**src/rtl/vga_window_reader_if.sv**
```systemverilog
// Frame-buffer read port: the reader drives the address, the BRAM returns {R,G,B}
// data a fixed number of cycles later.
interface vga_window_reader_if #(
   parameter int COLOR_W = 4,
   parameter int ADDR_W  = 17
);
   logic [ADDR_W-1:0]    frame_addr;
   logic [3*COLOR_W-1:0] vga_in;

   modport master (output frame_addr, input vga_in);
   modport slave  (input frame_addr, output vga_in);
endinterface

```
**src/rtl/vga_window_reader.sv**
```systemverilog
// Programmable VGA timing generator that fetches a (optionally pixel-replicated) image
// window from a synchronous BRAM and delay-matches sync/DE/colour to the read latency.
module vga_window_reader #(
   parameter int COLOR_W    = 4,
   parameter int ADDR_W     = 17,
   parameter int CNT_W      = 10,
   parameter int H_ACTIVE   = 640,
   parameter int H_FP       = 16,
   parameter int H_SYNC     = 96,
   parameter int H_BP       = 48,
   parameter int V_ACTIVE   = 480,
   parameter int V_FP       = 10,
   parameter int V_SYNC     = 2,
   parameter int V_BP       = 33,
   parameter int HSYNC_POL  = 0,
   parameter int VSYNC_POL  = 0,
   parameter int WIN_X      = 160,
   parameter int WIN_Y      = 120,
   parameter int WIN_W      = 320,
   parameter int WIN_H      = 240,
   parameter int SCALE_LOG2 = 0,
   parameter int RD_LAT     = 1
) (
   input  logic                 clk25,
   input  logic                 rst_n,
   vga_window_reader_if.master  bram,
   input  logic [3*COLOR_W-1:0] border_color,
   output logic [COLOR_W-1:0]   vga_red,
   output logic [COLOR_W-1:0]   vga_green,
   output logic [COLOR_W-1:0]   vga_blue,
   output logic                 vga_hsync,
   output logic                 vga_vsync,
   output logic                 vga_de,
   output logic [CNT_W-1:0]     HCnt,
   output logic [CNT_W-1:0]     VCnt,
   output logic                 frame_start
);

   localparam int H_TOTAL   = H_ACTIVE + H_FP + H_SYNC + H_BP;
   localparam int V_TOTAL   = V_ACTIVE + V_FP + V_SYNC + V_BP;
   localparam int LAT       = RD_LAT + 2;
   localparam int HS_START  = H_ACTIVE + H_FP;
   localparam int HS_END    = HS_START + H_SYNC;
   localparam int VS_START  = V_ACTIVE + V_FP;
   localparam int VS_END    = VS_START + V_SYNC;
   localparam int WIN_X_END = WIN_X + (WIN_W << SCALE_LOG2);
   localparam int WIN_Y_END = WIN_Y + (WIN_H << SCALE_LOG2);
   localparam int SUB_W     = (SCALE_LOG2 > 0) ? SCALE_LOG2 : 1;
   localparam logic [SUB_W-1:0] SUB_LAST = SUB_W'((1 << SCALE_LOG2) - 1);
   localparam logic H_POL   = (HSYNC_POL != 0);
   localparam logic V_POL   = (VSYNC_POL != 0);

   logic [CNT_W-1:0]  h, v, h_next, v_next;
   logic              run;
   int                hi, vi;
   logic              h_wrap, v_wrap, active, win_row, in_win, hs_on, vs_on;
   logic [ADDR_W-1:0] line_base, col;
   logic [SUB_W-1:0]  x_sub, y_sub;
   logic [LAT-2:0]    act_p, win_p, hs_p, vs_p;

   assign HCnt = h;
   assign VCnt = v;

   always_comb begin
      hi      = int'(h);
      vi      = int'(v);
      h_wrap  = (hi == H_TOTAL - 1);
      v_wrap  = (vi == V_TOTAL - 1);
      active  = (hi < H_ACTIVE) && (vi < V_ACTIVE);
      win_row = (vi >= WIN_Y) && (vi < WIN_Y_END) && (vi < V_ACTIVE);
      in_win  = active && win_row && (hi >= WIN_X) && (hi < WIN_X_END);
      hs_on   = (hi >= HS_START) && (hi < HS_END);
      vs_on   = (vi >= VS_START) && (vi < VS_END);
   end

   // The first edge after reset only arms 'run', so (0,0) is shown for a full cycle.
   always_comb begin
      h_next = h;
      v_next = v;
      if (run) begin
         if (h_wrap) begin
            h_next = '0;
            v_next = v_wrap ? '0 : v + 1'b1;
         end else begin
            h_next = h + 1'b1;
         end
      end
   end

   always_ff @(posedge clk25 or negedge rst_n) begin
      if (!rst_n) begin
         run         <= 1'b0;
         h           <= '0;
         v           <= '0;
         frame_start <= 1'b0;
      end else begin
         run         <= 1'b1;
         h           <= h_next;
         v           <= v_next;
         frame_start <= (h_next == '0) && (v_next == '0);
      end
   end

   // Incremental addressing: line_base steps by WIN_W once every 2^SCALE_LOG2 window
   // rows, col steps once every 2^SCALE_LOG2 window pixels and restarts each line.
   always_ff @(posedge clk25 or negedge rst_n) begin
      if (!rst_n) begin
         bram.frame_addr <= '0;
         line_base       <= '0;
         col             <= '0;
         x_sub           <= '0;
         y_sub           <= '0;
      end else if (run) begin
         if (in_win) begin
            bram.frame_addr <= line_base + col;
            if (x_sub == SUB_LAST) begin
               x_sub <= '0;
               col   <= col + 1'b1;
            end else begin
               x_sub <= x_sub + 1'b1;
            end
         end
         if (h_wrap) begin
            col   <= '0;
            x_sub <= '0;
            if (v_wrap) begin
               line_base <= '0;
               y_sub     <= '0;
            end else if (win_row) begin
               if (y_sub == SUB_LAST) begin
                  y_sub     <= '0;
                  line_base <= line_base + ADDR_W'(WIN_W);
               end else begin
                  y_sub <= y_sub + 1'b1;
               end
            end
         end
      end
   end

   // Flags ride LAT-1 stages, then the output registers meet the BRAM data.
   always_ff @(posedge clk25 or negedge rst_n) begin
      if (!rst_n) begin
         act_p                          <= '0;
         win_p                          <= '0;
         hs_p                           <= '0;
         vs_p                           <= '0;
         vga_de                         <= 1'b0;
         vga_hsync                      <= ~H_POL;
         vga_vsync                      <= ~V_POL;
         {vga_red, vga_green, vga_blue} <= '0;
      end else begin
         act_p     <= {act_p[LAT-3:0], run & active};
         win_p     <= {win_p[LAT-3:0], run & in_win};
         hs_p      <= {hs_p[LAT-3:0], run & hs_on};
         vs_p      <= {vs_p[LAT-3:0], run & vs_on};
         vga_de    <= act_p[LAT-2];
         vga_hsync <= hs_p[LAT-2] ? H_POL : ~H_POL;
         vga_vsync <= vs_p[LAT-2] ? V_POL : ~V_POL;
         if (!act_p[LAT-2]) begin
            {vga_red, vga_green, vga_blue} <= '0;
         end else if (!win_p[LAT-2]) begin
            {vga_red, vga_green, vga_blue} <= border_color;
         end else begin
            {vga_red, vga_green, vga_blue} <= bram.vga_in;
         end
      end
   end

endmodule

```
**src/flat_wrapper.sv**
```systemverilog
// flat-port wrapper written by rule: the top's interface ports become plain ports
module vga_window_reader_flat 
#(
   parameter int COLOR_W    = 4,
   parameter int ADDR_W     = 17,
   parameter int CNT_W      = 10,
   parameter int H_ACTIVE   = 640,
   parameter int H_FP       = 16,
   parameter int H_SYNC     = 96,
   parameter int H_BP       = 48,
   parameter int V_ACTIVE   = 480,
   parameter int V_FP       = 10,
   parameter int V_SYNC     = 2,
   parameter int V_BP       = 33,
   parameter int HSYNC_POL  = 0,
   parameter int VSYNC_POL  = 0,
   parameter int WIN_X      = 160,
   parameter int WIN_Y      = 120,
   parameter int WIN_W      = 320,
   parameter int WIN_H      = 240,
   parameter int SCALE_LOG2 = 0,
   parameter int RD_LAT     = 1
)
  (clk25, rst_n, border_color, vga_red, vga_green, vga_blue, vga_hsync, vga_vsync, vga_de, HCnt, VCnt, frame_start, bram_frame_addr, bram_vga_in);
  vga_window_reader_if #(.COLOR_W(COLOR_W), .ADDR_W(ADDR_W)) bram_i ();
  input  logic clk25;
  input  logic rst_n;
  input  logic [3*COLOR_W-1:0] border_color;
  output logic [COLOR_W-1:0] vga_red;
  output logic [COLOR_W-1:0] vga_green;
  output logic [COLOR_W-1:0] vga_blue;
  output logic vga_hsync;
  output logic vga_vsync;
  output logic vga_de;
  output logic [CNT_W-1:0] HCnt;
  output logic [CNT_W-1:0] VCnt;
  output logic frame_start;
  output wire logic [$bits(bram_i.frame_addr)-1:0] bram_frame_addr;
  input wire logic [$bits(bram_i.vga_in)-1:0] bram_vga_in;
  assign bram_frame_addr = bram_i.frame_addr;
  assign bram_i.vga_in = bram_vga_in;
  vga_window_reader #(.COLOR_W(COLOR_W), .ADDR_W(ADDR_W), .CNT_W(CNT_W), .H_ACTIVE(H_ACTIVE), .H_FP(H_FP), .H_SYNC(H_SYNC), .H_BP(H_BP), .V_ACTIVE(V_ACTIVE), .V_FP(V_FP), .V_SYNC(V_SYNC), .V_BP(V_BP), .HSYNC_POL(HSYNC_POL), .VSYNC_POL(VSYNC_POL), .WIN_X(WIN_X), .WIN_Y(WIN_Y), .WIN_W(WIN_W), .WIN_H(WIN_H), .SCALE_LOG2(SCALE_LOG2), .RD_LAT(RD_LAT)) u_core (.clk25(clk25), .rst_n(rst_n), .bram(bram_i), .border_color(border_color), .vga_red(vga_red), .vga_green(vga_green), .vga_blue(vga_blue), .vga_hsync(vga_hsync), .vga_vsync(vga_vsync), .vga_de(vga_de), .HCnt(HCnt), .VCnt(VCnt), .frame_start(frame_start));
endmodule
```
**config.mk**
```make
export PLATFORM = sky130hd
export DESIGN_NAME = vga_window_reader_flat
export DESIGN_NICKNAME = d
export VERILOG_FILES = /design/src/rtl/vga_window_reader_if.sv /design/src/rtl/vga_window_reader.sv /design/src/flat_wrapper.sv
export SDC_FILE = /design/constraint.sdc
export NUM_CORES = 1
export LEC_CHECK = 0
export BUFFER_PORTS_ARGS = -buffer_cell sky130_fd_sc_hd__buf_2
export CORE_MARGIN = 2
export CORE_UTILIZATION = 60
export DETAILED_ROUTE_END_ITERATION = 10
export PLACE_DENSITY = 0.88
export SLEW_MARGIN = 20
export SYNTH_ARGS = -nofsm -noshare
export SYNTH_HDL_FRONTEND = slang
export SYNTH_SLANG_ARGS = --single-unit
```
**constraint.sdc**
```tcl
create_clock -name clk25 -period 4.1 [get_ports clk25]
set_input_delay 0.205 -clock clk25 [delete_from_list [all_inputs] [get_ports clk25]]
set_output_delay 0.205 -clock clk25 [all_outputs]
set_load 0.02 [all_outputs]
```
# Word-level counts from Yosys, hierarchy flattened
# Cells that the tools add are included.
[word_totals]
word_cells = 87
latch_bits = 0
ff_bits = 98
ramBits = 0
rom_bits = 0
memories = 0
out_inout_bits = 53
[classes]
order_cmp = 10
n_reduce_logical = 18
div = 0
eq_ne = 4
bitwise = 4
addsub = 7
n_shift = 0
multipliers = 0
n_mux = 25
[ops]
columns = ["cell", "count"]
rows = [
  ["$mux W17", 6],
  ["$mux W10", 5],
  ["$lt A10 B9 Y1 const B", 4],
  ["$mux W4", 6],
  ["$add A10 B1 Y10 const B", 2],
  ["$logic_not A10 Y1", 2],
  ["$lt A10 B10 Y1 const B", 2],
  ["$add A17 B1 Y17 const B", 1],
  ["$add A17 B17 Y17", 1],
  ["$add A17 B9 Y17 const B", 1],
  ["$eq A10 B10 Y1 const B", 1],
  ["$eq A10 B9 Y1 const B", 1],
  ["$ge A10 B10 Y1 const B", 1],
  ["$ge A10 B7 Y1 const B", 1],
  ["$ge A10 B8 Y1 const B", 1],
  ["$ge A10 B9 Y1 const B", 1],
  ["$logic_and A1 B1 Y1", 9],
  ["$mux W1", 8],
  ["$reduce_and A3 Y1", 2],
  ["$and A1 B1 Y1", 4],
  ["$ne A2 B1 Y1 const B", 2],
  ["$reduce_and A2 Y1", 2],
  ["$reduce_and A4 Y1", 1],
  ["$reduce_bool A2 Y1", 2],
  ["$add A1 B1 Y1 const B", 2],
]

# Depth between registers and ports, before layout
# Gate-level depths: netlist of run 1.
[logic_depth]
word_depth = 8
depth_mapped = 10

# Worst setup path before layout of run 1
# Ideal clock, no wire load.
[synth_timing]
path_type = "reg2reg"
from = "register u_core.h[1] (netlist: u_core.HCnt[1])"
to = "register u_core.frame_start"
path_buffers = 1
t_required_ps = 4004
setup_time_ps = 96
synth_period_minus_slack_ps = 2518
stages_incl_launch_ff = 9
slack_ps = 1582
arrival_time_ps = 2422
path_cell_list = "dfrtp_1 > ha_1 > and4b_1 > buf_6 > nand4_4 > a2111oi_4 > o22a_1 > or4b_1 > nor4_2"
[synth_between]
elab_chain_cells = 5
word_cells_on_any_way = 9
cone_classes = "add/sub: 1; eq/ne: 1; mux: 4; reduce/logical: 3"
[synth_lines]
columns = ["item", "line_no", "rtl"]
rows = [
  ["from (decl)", "vga_window_reader.sv:53", "logic [CNT_W-1:0] h, v, h_next, v_next;"],
  ["from (signal assigned)", "vga_window_reader.sv:98", "h <= h_next;"],
  ["$add A10 B1 Y10 / $eq A10 B9 Y1 (equally long branches)", "vga_window_reader.sv:85, vga_window_reader.sv:67", ""],
  ["$mux W10", "vga_window_reader.sv:81", "if (h_wrap) begin"],
  ["$mux W10", "vga_window_reader.sv:80", "if (run) begin"],
  ["$logic_not A10 Y1", "vga_window_reader.sv:100", "frame_start <= (h_next == '0) && (v_next == '0);"],
  ["$logic_and A1 B1 Y1 *", "vga_window_reader.sv:100", ""],
  ["to (signal assigned)", "vga_window_reader.sv:100", ""],
  ["to (decl)", "vga_window_reader.sv:36", "output logic frame_start"],
]
# Mark *: on every way between the ends. The rest lies on a longest branch, timed or not.
# A chain may end at the register's enable or synchronous reset.

# Final worst setup path of run 1
[layout_timing]
from = "register u_core.h[1] (netlist: u_core.HCnt[1])"
to = "register u_core.line_base[13]"
[layout_between]
elab_chain_cells = 2
[layout_lines]
columns = ["item", "line_no", "rtl"]
rows = [
  ["$eq A10 B9 Y1", "vga_window_reader.sv:67", "h_wrap = (hi == H_TOTAL - 1);"],
  ["$reduce_and A4 Y1 (no source line)", "n/a", ""],
  ["to (signal assigned)", "vga_window_reader.sv:132", "line_base <= line_base + ADDR_W'(WIN_W);"],
  ["to (decl)", "vga_window_reader.sv:57", "logic [ADDR_W-1:0] line_base, col;"],
]
# No other way between the ends.

==> impl_metrics.toml, run 1 <==
[global_routing]
grt_pass1_vias = 3875
grt_start_max_net_pins = 56
grt_use_total = 0.265
antenna_found_initial = 0
grt_pass1_wl_mm = 17.9
gr-total-overflow = 0

[placement]
gp_congestion = 0.946
dpl_cell_area_um2 = 5140
dpl.hpwl_mm = 7.62
port_buffers = 78

[clocking]
cts.sinks = 90
cts-root-buf = "clkbuf_8"
clk_latency_ns = 0.37
htree_levels = 3
clock_path_buffers = 2
path_clk_slew_ns = 0.11
numCtsBuffers = 9
cts_tree = "yes"

[yosys]
synth_area_leader_cell = "dfrtp_1"
synth_top_area_frac = 0.467
synth_seq_cells = 90
avgSynthCellArea_um2 = 9.77
async_reset_ff_frac = 1.00
syn-num-nets = 524
synthTopCellsByArea = "dfrtp_1, xnor2_1, nand2_1, ha_1, o21ai_0"
seq_area_frac_synth = 0.479
synth-edff-count = 0
synth_flop_cell = "dfrtp_1"
syn-instance-count = 482
synth_area_um2 = 4710
ys_warn_count = 0
synthDistinctLibCells = 58

[floorplanning]
core_um2 = 7650
die-area_um2 = 8580
die_w_um = 92.6
start_util = 0.616
pin_count = 79
die_h_um = 92.6
num_rows = 32

[critical_path]
worstSetupStartpointType = "flip-flop"
critical_path_class = "reg2reg"
end_kind = "flip-flop"
crit_fanout = 19
arrival_ns = 3.16
required_ns = 4.35

[layout]
utilization = 0.700
final_common_cell = "dfrtp_1"
fillers = 579
seq_area_um2 = 2250
multi_input_area_um2 = 2280
layout-drive-gt1-share = 0.194
antenna_cells = 0
area_delta_synth_final_pct = 13.6
layout_common_cells = "dfrtp_1, buf_2, nand2_1, nor2_1, o21ai_0"
nNetsFinal = 593
fin_area_um2 = 5350

[route]
first_pass_iters = 5
routed_wl_mm = 10.6
vias_per_cell = 5.87
vias = 3862
wl_per_cell_um = 16.1
drc = 0
ant_nets = 0
initialDrtViolationCount = 226

[sta]
setup_viol = 0
final.setup.tns_ns = 0
drv_slew = 0
timing.fmax_ghz = 0.343
worst_pin_slew_ns = 0.690
post-route-period-util = 0.710
whs_ns = 0.0850
slew_headroom = 0.540
fin_skew_ns = 0.0149
final_hold_viol_count = 0
rsz0062_at_grt = "no"
period_needed_ns = 2.91

[power]
peakVddDrop_uv = 281
p_per_area_nw_per_um2 = 349
power.leakage_uw = 0.00255
pwr-share-seq = 0.537
p_int_uw = 1270
finalPower_uw = 1870
power.switching_uw = 598
power_frac_clock = 0.328
p_comb_frac = 0.134
swShare = 0.321

[hold_path]
min_path_type = "in2reg"

[flow_run]
cap_viol_max_count = 0

[status]
status = "finished, final reports clean"
==> area by class of cell <==
type                       instances  area share
multi-input combinational        352       0.426
sequential                        90       0.421
timing repair buffer              82      0.0795
tap                              102      0.0238
clock buffer                       9      0.0231
clock inverter                     7      0.0152
inverter                          16      0.0112
==> repair_timing <==
action | CTS | global route
gates resized for setup | 0 | 0
endpoints found under the hold margin | 52 | 0
setup buffers | 0 | 0
hold buffers | 1 | 0
==> critical path: stages, from the launching register on <==
cell     delay (ns)
dfrtp_1        0.50
ha_1           0.33
and4b_1        0.43
nand3_2        0.38
nor4_1         0.71
nand3_1        0.20
xor2_1         0.19
nor2_1         0.05
==> worst paths after layout <==
path                       cells past startpoint             from                    endpoint  slack (ns)
setup / recovery                               7   u_core.HCnt[1]        u_core.line_base[13]        1.19
max in group asynchronous                      3            rst_n               u_core.col[3]        2.78
hold / removal                                 3  border_color[4]         u_core.vga_green[0]        0.09
hold reg to reg                                0  u_core.win_p[0]             u_core.win_p[1]        0.35
min in group asynchronous                      2            rst_n  u_core.bram.frame_addr[13]        0.41
setup reg to reg                               7   u_core.HCnt[1]        u_core.line_base[13]        1.19
==> metrics by stage <==
step | instances | setup WS (ns)
after detailed placement | 641 | 1.29
after CTS | 658 | 1.27
after floorplan | 482 | 1.58
after global routing | 658 | 0.970
final | 658 | 1.19
after global placement | 641 | 1.47
==> Yosys cell counts, types with 3 or more instances <==
| cell type | count |
|---|---|
| dfrtp_1 | 88 |
| nand2_1 | 56 |
| nor2_1 | 41 |
| o21ai_0 | 38 |
| xnor2_1 | 28 |
| nand3_1 | 17 |
| ha_1 | 16 |
| inv_1 | 16 |
| mux2i_1 | 15 |
| clkbuf_1 | 14 |
| nor2b_1 | 14 |
| xor2_1 | 14 |
| a211oi_1 | 13 |
| nand4_1 | 12 |
| a21oi_1 | 11 |
| and3_1 | 8 |
| nor3_1 | 6 |
| or3_1 | 6 |
| nand2b_1 | 5 |
| a31oi_1 | 4 |
| buf_2 | 4 |
| buf_4 | 4 |
| nor4_1 | 4 |
| a2111oi_0 | 3 |
| nand3b_1 | 3 |
| or3b_2 | 3 |
==> cells by family after synthesis <==
| logic type | share of synthesized area |
|---|---|
| XOR/XNOR | 0.0781 |
| adder cells (fa/ha/maj) | 0.0425 |
| buffers and inverters | 0.0377 |
| other | 0.000796 |
| AO/OA/AOI/OAI | 0.118 |
| flip-flops | 0.479 |
| multiplexers | 0.0319 |
| AND/OR/NAND/NOR | 0.212 |
==> sequential cells by signal (all words and copies together), names as in the netlist <==
| signal | cells |
|---|---|
| u_core.line_base | 11 |
| u_core.run | 1 |
| u_core.act_p | 2 |
| u_core.hs_p | 2 |
| u_core.frame_start | 1 |
| u_core.vga_vsync | 1 |
| u_core.vga_de | 1 |
| u_core.VCnt | 10 |
| u_core.vga_hsync | 1 |
| u_core.vga_red | 4 |
| u_core.vga_green | 4 |
| u_core.HCnt | 10 |
| u_core.win_p | 2 |
| u_core.bram.frame_addr | 17 |
| u_core.vga_blue | 4 |
| u_core.vs_p | 2 |
| u_core.col | 17 |
==> routing by layer <==
metal,vias to the layer above,GRT usage,part of all wire
met5,-,0,0
met4,0,0.104,0.023
met3,32,0.0586,0.062
met2,165,0.456,0.50
met1,1834,0.325,0.42
li1,1831,-,-
==> power groups by stage <==
stage	clock (uW)	sequential, uW	combinational [uW]
final	612	1000	251
after global routing	657	1010	275
after CTS	623	1000	252
after detailed placement	0	1020	250
after global placement	0	1010	243
after floorplan	0	1010	167
Note: power is estimated with default switching activity, not from simulation.
==> inputs of run 2 (changes only) <==
--- a/config.mk
+++ b/config.mk
@@ -7,9 +7,9 @@
 export LEC_CHECK = 0
 export BUFFER_PORTS_ARGS = -buffer_cell sky130_fd_sc_hd__buf_2
 export CORE_MARGIN = 2
-export CORE_UTILIZATION = 60
+export CORE_UTILIZATION = 56
 export DETAILED_ROUTE_END_ITERATION = 10
-export PLACE_DENSITY = 0.88
+export PLACE_DENSITY = 0.83
 export SLEW_MARGIN = 20
 export SYNTH_ARGS = -nofsm -noshare
 export SYNTH_HDL_FRONTEND = slang
==> constraint.sdc (replaced) <==
create_clock -name clk25 -period 3 [get_ports clk25]
set_input_delay 0.15 -clock clk25 [delete_from_list [all_inputs] [get_ports clk25]]
set_output_delay 0.15 -clock clk25 [all_outputs]
set_load 0.02 [all_outputs]
==> run 2 against run 1 <==
Effect of this change: final area grew 0.75%; die area grew 6.8%; clock power grew 33%; count of clock-buffer cells in the layout grew 3; register-to-register slack lost 0.95 ns; non-clock buffer count grew 7; sequential share of layout area shrank 0.31 points; combinational power grew 37%; clock skew shrank 0.0016 ns; fmax grew 5.5%; highest routed layer unchanged.
==> impl_metrics.toml, run 2 (synthesis gave the netlist of run 1 again) <==
[global_routing]
grt_pass1_vias = 3577
grt_pass1_wl_mm = 17.4
gr-total-overflow = 0
grt_use_total = 0.244
antenna_found_initial = 0
grt_start_max_net_pins = 59

[layout]
seq_area_um2 = 2250
nNetsFinal = 600
layout-drive-gt1-share = 0.199
reg_top3 = "u_core.bram.frame_addr: 17 flops, u_core.col: 17 flops, u_core.line_base: 11 flops"
fillers = 659
final_common_cell = "dfrtp_1"
area_delta_synth_final_pct = 14.4
layout_common_cells = "dfrtp_1, buf_2, nand2_1, nor2_1, o21ai_0"
multi_input_area_um2 = 2280
antenna_cells = 0

[status]
status = "finished, final reports clean"

[route]
initialDrtViolationCount = 239
first_pass_iters = 4
drc = 0
wl_per_cell_um = 15.4
vias_per_cell = 5.72
vias = 3821
routed_wl_mm = 10.3
ant_nets = 0

[floorplanning]
die_h_um = 95.7
num_rows = 33
core_um2 = 8180
die_w_um = 95.7
pin_count = 79
die-area_um2 = 9160
start_util = 0.576

[clocking]
cts_setup_buffers = 0
cts_tree = "yes"
numCtsBuffers = 9
clk_latency_ns = 0.36
cts.sinks = 90
htree_levels = 3
path_clk_slew_ns = 0.09
clock_path_buffers = 2
post_cts_resized = 0
cts-root-buf = "clkbuf_8"

[sta]
worst_pin_slew_ns = 0.730
timing.fmax_ghz = 0.362
rsz0062_at_grt = "no"
fin_skew_ns = 0.0134
slew_headroom = 0.513
post-route-period-util = 0.920
drv_slew = 0
final_hold_viol_count = 0
period_needed_ns = 2.76
setup_viol = 0
final.setup.tns_ns = 0

[hold_path]
min_to = "u_core.vga_green[2]"
hold_path_depth = 3
hp-start = "border_color[6]"
min_path_type = "in2reg"

[power]
peakVddDrop_uv = 329
finalPower_uw = 2520
power.leakage_uw = 0.00256
p_per_area_nw_per_um2 = 468

[critical_path]
reg2reg_from = "u_core.HCnt[1]"
arrival_ns = 3.02
worstReg2RegEnd = "u_core.frame_start"
required_ns = 3.26
worstSetupStartpointType = "flip-flop"
reg2reg_depth = 7
crit_fanout = 10
r2r_slack_ns = 0.24
critical_path_class = "reg2reg"
end_kind = "flip-flop"

[placement]
port_buffers = 78
dpl.hpwl_mm = 7.31
gp_congestion = 0.953

[flow_run]
cap_viol_max_count = 0
==> run 2: changes by cell type in the layout (fill, tap and decap cells not counted), sizes merged <==
cell and delta:
buf +7, clkinvlp +2, bufinv +1, clkinv -2
inv -4, clkbuf +3
==> run 2: worst max-delay path, cell delays in order, from the launching register on <==
cell and delay (ns):
dfrtp_1 0.49, ha_1 0.32, and4b_1 0.40, nand4_4 0.21
a2111oi_4 0.36, o22a_1 0.18, or4b_1 0.44, nor4_2 0.25
==> run 2: worst max-delay path by stage <==
stage              startpoint                 end  slack [ns]  depth (start not counted)
2_1_floorplan  u_core.HCnt[1]  u_core.frame_start        0.48                          8
3_3_place_gp   u_core.HCnt[1]  u_core.frame_start        0.44                          7
3_5_place_dp   u_core.HCnt[1]  u_core.frame_start        0.29                          7
4_1_cts        u_core.HCnt[1]  u_core.frame_start        0.24                          7
5_1_grt        u_core.HCnt[1]  u_core.frame_start        0.05                          7
6_report       u_core.HCnt[1]  u_core.frame_start        0.24                          7
==> run 2: through the flow <==
| stage | util | cells | hold WS [ns] | cell area (um2) | setup slack (ns) |
|---|---|---|---|---|---|
| after floorplan | - | 482 | -0.146 | 4710 | 0.482 |
| after global placement | 0.635 | 651 | 0.247 | 5190 | 0.440 |
| after detailed placement | 0.635 | 651 | 0.260 | 5190 | 0.294 |
| after CTS | 0.659 | 668 | 0.0402 | 5390 | 0.239 |
| after global routing | 0.659 | 668 | 0.0385 | 5390 | 0.0455 |
| final | 0.659 | 668 | 0.0510 | 5390 | 0.239 |
==> run 2: power by group <==
part	internal, uW	total, uW	switching [uW]
Sequential	1260	1360	102
Combinational	141	344	203
Clock	388	817	429
Total	1790	2520	734
==> run 2: what timing repair did <==
action,in CTS,in global routing
hold buffers,1,0
endpoints found under the setup margin,0,0
hold endpoints to repair,56,0
==> run 2: area by class of cell <==
type,instances,share of cell area
flip-flops and latches,90,0.418
clock inverters,4,0.00998
clock buffers,12,0.0251
repair buffers,89,0.0887
multi-input cells,352,0.423
well taps,105,0.0244
inverters,16,0.0111
==> run 2: routing by layer <==
layer  GRT usage  wire, um  vias to the layer above
li1            -         -                     1837
met3      0.0384       619                       19
met5           0         0                        -
met2       0.378      4930                      143
met4      0.0988       203                        0
met1       0.347      4520                     1822
